==> src/rtl/cnu_min_tracker_10.sv <==
// cnu_min_tracker_10: running min1/min2 tracker around the partial min comparator.
// Define CNU_MIN2_INDEX_EN to expose the registered min2_index output.
module cnu_min_tracker_10 #(
    parameter int CN_DEGREE        = 10,
    parameter int QUAN_SIZE        = 3,
    parameter int ROW_SPLIT_FACTOR = 5,
    parameter int IDX_WIDTH        = 4
) (
    input  logic                 sys_clk,
    input  logic                 rstn,
    input  logic                 v2c_valid,
    output logic                 v2c_ready,
    input  logic [QUAN_SIZE-1:0] v2c_msg_0,
    input  logic [QUAN_SIZE-1:0] v2c_msg_1,
    input  logic [1:0]           is_min_0_in,
    input  logic [1:0]           is_min_1_in,
    input  logic                 min_index_newIn_set,
    output logic [QUAN_SIZE-1:0] fb_msg_0,
    output logic [QUAN_SIZE-1:0] fb_msg_1,
    output logic                 fb_min_index,
    output logic                 first_comp,
    output logic                 out_valid,
    input  logic                 out_ready,
    output logic [QUAN_SIZE-1:0] min1,
    output logic [QUAN_SIZE-1:0] min2,
    output logic [IDX_WIDTH-1:0] min1_index,
`ifdef CNU_MIN2_INDEX_EN
    output logic [IDX_WIDTH-1:0] min2_index,
`endif
    input  logic                 flush
);
    localparam int CW   = $clog2(ROW_SPLIT_FACTOR);
    localparam int PAIR = CN_DEGREE / ROW_SPLIT_FACTOR;

    logic [CW-1:0]        beat_cnt;
    logic [QUAN_SIZE-1:0] min1_r, min2_r;
    logic [IDX_WIDTH-1:0] idx1_r, idx2_r, base;
    logic [QUAN_SIZE-1:0] c_val [4];
    logic [IDX_WIDTH-1:0] c_idx [4];
    logic                 accept, last;

    assign v2c_ready    = ~out_valid | out_ready;
    assign accept       = v2c_valid & v2c_ready;
    assign last         = beat_cnt == CW'(ROW_SPLIT_FACTOR - 1);
    assign first_comp   = beat_cnt == '0;
    assign fb_msg_0     = min1_r;
    assign fb_msg_1     = min2_r;
    assign fb_min_index = 1'b0;
    assign base         = IDX_WIDTH'(PAIR * beat_cnt);

    // Candidate order matches the comparator select encoding.
    always_comb begin
        c_val[0] = min_index_newIn_set ? v2c_msg_1 : v2c_msg_0;
        c_val[1] = min_index_newIn_set ? v2c_msg_0 : v2c_msg_1;
        c_val[2] = min1_r;
        c_val[3] = min2_r;
        c_idx[0] = base | IDX_WIDTH'(min_index_newIn_set);
        c_idx[1] = base | IDX_WIDTH'(~min_index_newIn_set);
        c_idx[2] = idx1_r;
        c_idx[3] = idx2_r;
    end

    always_ff @(posedge sys_clk or negedge rstn) begin
        if (!rstn) begin
            beat_cnt   <= '0;
            min1_r     <= '1;
            min2_r     <= '1;
            idx1_r     <= '0;
            idx2_r     <= '0;
            out_valid  <= 1'b0;
            min1       <= '1;
            min2       <= '1;
            min1_index <= '0;
`ifdef CNU_MIN2_INDEX_EN
            min2_index <= '0;
`endif
        end else begin
            if (out_valid && out_ready)
                out_valid <= 1'b0;
            if (flush) begin
                beat_cnt <= '0;
                min1_r   <= '1;
                min2_r   <= '1;
                idx1_r   <= '0;
                idx2_r   <= '0;
            end else if (accept) begin
                idx1_r <= c_idx[is_min_0_in];
                idx2_r <= c_idx[is_min_1_in];
                if (last) begin
                    beat_cnt   <= '0;
                    min1_r     <= '1;
                    min2_r     <= '1;
                    out_valid  <= 1'b1;
                    min1       <= c_val[is_min_0_in];
                    min2       <= c_val[is_min_1_in];
                    min1_index <= c_idx[is_min_0_in];
`ifdef CNU_MIN2_INDEX_EN
                    min2_index <= c_idx[is_min_1_in];
`endif
                end else begin
                    beat_cnt <= beat_cnt + 1'b1;
                    min1_r   <= c_val[is_min_0_in];
                    min2_r   <= c_val[is_min_1_in];
                end
            end
        end
    end
endmodule

==> config.mk <==
export PLATFORM = sky130hd
export DESIGN_NAME = cnu_min_tracker_10
export DESIGN_NICKNAME = d
export VERILOG_FILES = /design/src/rtl/cnu_min_tracker_10.sv
export SDC_FILE = /design/constraint.sdc
export NUM_CORES = 1
export LEC_CHECK = 0
export ABC_CLOCK_PERIOD_IN_PS = 3240
export BUFFER_PORTS_ARGS = -buffer_cell sky130_fd_sc_hd__buf_2
export CAP_MARGIN = 20
export CORE_MARGIN = 2
export CORE_UTILIZATION = 57
export DETAILED_ROUTE_END_ITERATION = 6
export PLACE_DENSITY = 0.84
export SYNTH_ARGS = -nofsm -noshare
export SYNTH_HDL_FRONTEND = slang
export SYNTH_SLANG_ARGS = --single-unit
export TNS_END_PERCENT = 100
==> constraint.sdc <==
create_clock -name sys_clk -period 3.24 [get_ports sys_clk]
set_input_delay 0.324 -clock sys_clk [delete_from_list [all_inputs] [get_ports sys_clk]]
set_output_delay 0.324 -clock sys_clk [all_outputs]
set_load 0.01 [all_outputs]
==> results of run 1 <==
## metal layers
| layer | vias to the layer above | track usage | share of wire |
|---|---|---|---|
| li1 | 614 | - | - |
| met4 | 0 | 0.163 | 0.048 |
| met1 | 634 | 0.305 | 0.40 |
| met2 | 48 | 0.382 | 0.51 |
| met3 | 14 | 0.0230 | 0.041 |
| met5 | - | 0 | 0 |
## metrics by stage
step	worst slack [ns]	total power [mW]	cell area (sq um)
finish	1.44	0.802	1770
global route	1.34	0.836	1770
CTS	1.43	0.808	1770
detailed placement	1.45	0.574	1710
global placement	1.52	0.566	1710
floorplan	1.59	0.516	1570
## flip-flops by register name (all words and copies together), names as in the netlist
signal / count
fb_msg_0: 3
min1: 3
beat_cnt: 3
out_valid: 1
min1_index: 4
min2: 3
fb_msg_1: 3
idx1_r: 4
idx2_r: 4
## report_power, final
part | internal [mW] | total (mW) | switching, mW
Combinational | 0.0712 | 0.161 | 0.0903
Clock | 0.125 | 0.233 | 0.108
Sequential | 0.388 | 0.407 | 0.0196
## Yosys cell counts, types with 5 or more instances
master	instances	area share
mux2_2	5	0.036
a2bb2oi_1	6	0.034
nor2_1	10	0.024
nor3_1	9	0.029
a21oi_1	6	0.019
dfstp_2	12	0.20
dfrtp_1	16	0.26
buf_2	5	0.016
nand2_1	22	0.053
inv_1	5	0.012
a221o_1	5	0.032
mux2i_1	6	0.038
## logic make-up after synthesis
| family | Yosys count | share of synthesized area |
|---|---|---|
| buffers and inverters | 16 | 0.0543 |
| muxes | 15 | 0.113 |
| DFF | 28 | 0.457 |
| xor gates and xnor gates | 2 | 0.0208 |
| AOI/OAI and AO/OA | 40 | 0.193 |
| other | 1 | 0.00239 |
| adders and majority gates | 2 | 0.0160 |
| and+or+nand+nor | 49 | 0.144 |
## worst max-delay path by stage
| stage | startpoint | end | slack (ns) | cells past startpoint |
|---|---|---|---|---|
| final | beat_cnt[0] | min1_index[3] | 1.44 | 5 |
| after global routing | beat_cnt[0] | min1_index[2] | 1.34 | 5 |
| after CTS | beat_cnt[0] | min1_index[3] | 1.43 | 5 |
| after detailed placement | beat_cnt[0] | min1_index[3] | 1.45 | 5 |
| after global placement | beat_cnt[0] | min1_index[1] | 1.52 | 5 |
| after floorplan | beat_cnt[0] | min1_index[0] | 1.59 | 6 |
## worst max-delay path, stage by stage, from the launching register on
cell and delay (ns):
dfrtp_1 0.43, inv_1 0.09, ha_1 0.19, nand2_1 0.08
or4_4 0.56, mux2_4 0.34
## cell type report
cell class / count / area (sq um)
fillers: 222 / 915
multi-input cells: 109 / 766
flip-flops and latches: 28 / 716
repair buffers: 35 / 180
well taps: 31 / 38.8
clock inverters: 1 / 30.0
clock buffers: 3 / 22.5
inverters: 5 / 18.8
==> impl_results.md, run 1 <==
* Worst Hold Depth at 4
* R2r setup slk at 1.44 ns
* Max Clock Freq at 556 MHz
* Crit. End Element: flop
* R2R Path Start: beat_cnt[0]
* CP Class: flop to flop
* IO Pins at 36
* Max_cap viols at 0
* Number of vias per cell at 6.18
* VDD IR-drop max at 0.000354 V
* Max Slew Vio Count at 0
* Worst-path clk slew at 0.15 ns
* WL/cell at 16.6 microns
* Global route overflow at 0
* Largest net degree at the start of global routing at 29
* Final min period at 1.80 ns
* Leading cell types in the layout, fill and taps excluded: buf_2, nand2_1, dfrtp_1, dfstp_2, nor2_1
* Rows at 19
* Post-synth EDFFs at 0
* Crit start category: flop
* Synthesized net count at 171
* CTS Root Cell: clkbuf_4
* Initial Util at 0.583
* Cell variety after synth at 36
* Worst Path Max Fanout at 17
* Core area at 2690 sq um
* Die area at 3180 sq um
* Synth async-reset ratio at 1.00
* Hold Crit Class: input pin to flop
* Setup-failing EPs final at 0
* CTS tree: built
* Clock skew at 0.00251 ns
* Vias in the first global route at 1286
* Final Core Density at 0.660
* First-pass GRT wire length at 5820 microns
* Ys Warns at 0
* Rel. slew slack at 0.570
* DPL Wire Length at 2570 microns
* CP arrival at 2.05 ns
* Final hold vios at 0
* Reg2Reg Depth at 5
* Final ANT Viol Nets at 0
* Hold Crit Start: out_ready
* Worst hold endpoint: out_valid
* First-pass iteration count of the detailed router at 4
* DRT iter0 DRCs at 59
* Clock Path Buffers at 2
* Die Y at 56.4 microns
* # resized after CTS at 0
* Post-route insts no fill at 212
* Syn avg cell area at 10.2 sq um
* Synth Instances at 153
* Final Cycle Share at 0.555
* CTS Sinks at 28
* Most common cell after layout, fill and taps aside: buf_2
* Ant. Diodes at 0
* Placed cell count at 207
* CP required at 3.49 ns
* Leak at 0.858 nW
* Status: finished, final reports clean
* Count of hold-fix buffers inserted at cts at 1
* Sequential area share after synthesis at 0.457
* Hold WS at 0.296 ns
* Cell Area, Synth at 1570 sq um
* Synth-to-Final Area Change at 13.1%
* Die width at 56.4 microns
* Detailed Route WL at 3510 microns
* Port-buffer cells at 34
* Remaining DRCs at 0
* GP Congestion at 0.835
* Most used flip-flop cell after synthesis: dfrtp_1
* Number of CTS-inserted buffers at 3
* Fin nets at 200
* TNS Setup at 0 ns
* RSZ-0062 raised after global routing: false
* Synth Register Bits at 28
* # Post-CTS Setup Buffers at 0
* Slew at the pin closest to its max-slew limit at 0.642 ns
* H-tree depth at 1
* FF-to-FF End: min1_index[3]
* Layout cells sized above 1 at 0.365
* Initial antenna violation count at 0
* Total number of vias at 1310
* Pwr dens at 453 nW/um^2
* Clk_lat worst skew at 0.34 ns
* Total track usage at 0.239
(Power assumes the default switching activity.)
==> run 2, diff against run 1 <==
- ABC_CLOCK_PERIOD_IN_PS: 3240 -> 1600
- CORE_UTILIZATION: 57 -> 48
- PLACE_DENSITY: 0.84 -> 0.75
- clock period: 3.24 -> 1.6 ns (I/O delays scaled with it)
==> impl_results.md, run 2 (synthesized netlist as in run 1, its figures left out) <==
* Status: finished, final reports clean (unchanged)
* Initial antenna violation count at 0 (unchanged)
* Clock skew at 0.00314 ns (was 0.00251 ns)
* Worst Path Max Fanout at 5 (was 17)
* Post-route setup slack at 0.0312 ns (was 1.44 ns)
* Pwr dens at 846 nW/um^2 (was 453 nW/um^2)
* Final Core Density at 0.614 (was 0.660)
* R2r setup slk at 0.03 ns (was 1.44 ns)
* VDD IR-drop max at 0.000468 V (was 0.000354 V)
* GR Layer Usage met3 at 0.0336 (was 0.0230)
* Ant. Diodes at 0 (unchanged)
* CTS Sinks at 28 (unchanged)
* CP Class: flop to flop (unchanged)
* Worst Hold Depth at 4 (unchanged)
* Crit start category: flop (unchanged)
* Synth-to-Final Area Change at 20.7% (was 13.1%)
* Initial Util at 0.509 (was 0.583)
* Leading cell types in the layout, fill and taps excluded: buf_2, nand2_1, dfrtp_1, dfstp_2 (was buf_2, nand2_1, dfrtp_1, dfstp_2, nor2_1)
* CP arrival at 1.81 ns (was 2.05 ns)
* Dpl cell area at 1810 sq um (was 1710 sq um)
* R2R Path Start: beat_cnt[0] (unchanged)
* Clk_lat worst skew at 0.33 ns (was 0.34 ns)
* Max_cap viols at 0 (unchanged)
* Rows at 20 (was 19)
* Final Cycle Share at 0.981 (was 0.555)
* Top flop regs: idx1_r (4), idx2_r (4), min1_index (4) (unchanged)
* IO Pins at 36 (unchanged)
* Reg2Reg Depth at 5 (unchanged)
* Die area at 3740 sq um (was 3180 sq um)
* Slew at the pin closest to its max-slew limit at 0.618 ns (was 0.642 ns)
* CP max stage cell: or4_4 (unchanged)
* Busiest grt layer: met2 (unchanged)
* Finished Cell Area at 1890 sq um (was 1770 sq um)
* Final min period at 1.57 ns (was 1.80 ns)
* Worst-path clk slew at 0.15 ns (about the same)
* Port-buffer cells at 34 (unchanged)
* Core area at 3080 sq um (was 2690 sq um)
* Grt met1 use at 0.269 (was 0.305)
* GP Congestion at 0.850 (was 0.835)
* Power Total at 1.60 mW (was 0.802 mW)
* Crit. End Element: flop (unchanged)
* DPL Wire Length at 2760 microns (was 2570 microns)
* DRT iter0 DRCs at 64 (was 59)
* Hold Crit Start: out_ready (unchanged)
* Number of CTS-inserted buffers at 3 (unchanged)
* Total number of vias at 1310 (unchanged)
* CP required at 1.84 ns (was 3.49 ns)
* Final hold vios at 0 (unchanged)
* Most common cell after layout, fill and taps aside: buf_2 (unchanged)
* RSZ-0062 raised after global routing: true (was false)
* Clock Path Buffers at 2 (unchanged)
* Cell Chain, Critical Path: inv_2 -> ha_4 -> nand2_2 -> or4_4 -> mux2_4 (was inv_1 -> ha_1 -> nand2_1 -> or4_4 -> mux2_4)
* CTS tree: built (unchanged)
* Hold Crit Class: input pin to flop (unchanged)
* Detailed Route WL at 3630 microns (was 3510 microns)
* Leak at 0.914 nW (was 0.858 nW)
* Fin nets at 211 (was 200)
* Worst hold endpoint: out_valid (unchanged)
* FF-to-FF End: min1_index[3] (unchanged)
* Setup-failing EPs final at 0 (unchanged)
* Largest net degree at the start of global routing at 29 (unchanged)
* Worst path max stage delay at 0.48 ns (was 0.56 ns)
* Number of vias per cell at 5.55 (was 6.18)
* WL/cell at 15.4 microns (was 16.6 microns)
* Rel. slew slack at 0.588 (was 0.570)
* Final ANT Viol Nets at 0 (unchanged)
* First-pass iteration count of the detailed router at 4 (unchanged)
* Max Slew Vio Count at 0 (unchanged)
* H-tree depth at 1 (unchanged)
* Die Y at 61.1 microns (was 56.4 microns)
* Vias in the first global route at 1266 (was 1286)
* CTS Root Cell: clkbuf_4 (unchanged)
* Remaining DRCs at 0 (unchanged)
* DP Worst Slack at 0.0371 ns (was 1.45 ns)
* Grt met2 use at 0.319 (was 0.382)
* Max Clock Freq at 637 MHz (was 556 MHz)
* Layout cells sized above 1 at 0.427 (was 0.365)
* Global route overflow at 0 (unchanged)
* First-pass GRT wire length at 5660 microns (was 5820 microns)
* Die width at 61.1 microns (was 56.4 microns)
* Total track usage at 0.208 (was 0.239)
## run 2: final cells by class
type	instances	area, sq um
clock buffers	4	47.5
fillers	266	1190
inverters	5	18.8
multi-input cells	109	787
flip-flops and latches	28	716
well taps	44	55.1
repair buffers	46	267
## run 2: worst max path at each step
stage | startpoint | endpoint | slack [ns] | cells past startpoint
2_1_floorplan | beat_cnt[1] | min1_index[0] | -0.02 | 6
4_1_cts | beat_cnt[0] | min1_index[3] | 0.01 | 5
6_report | beat_cnt[0] | min1_index[3] | 0.03 | 5
3_5_place_dp | beat_cnt[0] | min1[0] | 0.04 | 6
5_1_grt | beat_cnt[1] | min1_index[3] | -0.01 | 5
3_3_place_gp | beat_cnt[0] | min1_index[0] | 0.07 | 5
## run 2: where the power goes
group	switching (mW)	internal, mW	leakage (nW)
Clock	0.218	0.191	0.0261
Combinational	0.197	0.172	0.548
Sequential	0.0361	0.785	0.341
## run 2: through the flow
| stage | cells | hold slack (ns) | TNS [ns] |
|---|---|---|---|
| 2_1_floorplan | 153 | -0.136 | -0.0684 |
| 3_3_place_gp | 229 | 0.205 | 0 |
| 3_5_place_dp | 229 | 0.210 | 0 |
| 4_1_cts | 234 | 0.136 | 0 |
| 5_1_grt | 236 | 0.145 | -0.0173 |
| 6_report | 236 | 0.135 | 0 |
## run 2: metal layers
layer / routed length [microns] / vias to the layer above
met1: 1620 / 633
met5: 0 / -
met4: 85 / 0
li1: - / 630
met3: 176 / 8
met2: 1750 / 39
## run 2: critical path, delay by kind of cell, from the launching register on
family / cells / cell delay (ns)
AND/OR/NAND/NOR: 2 / 0.53
flip-flops: 1 / 0.42
adder cells (fa/ha/maj): 1 / 0.13
buffers and inverters: 1 / 0.08
multiplexers: 1 / 0.32
## run 2: repair_timing
action	CTS	global route
hold buffers	1	0
endpoints found under the setup margin	1	8
setup buffers	0	2
pin swaps	0	0
resized for setup	1	3
endpoints found under the hold margin	16	0
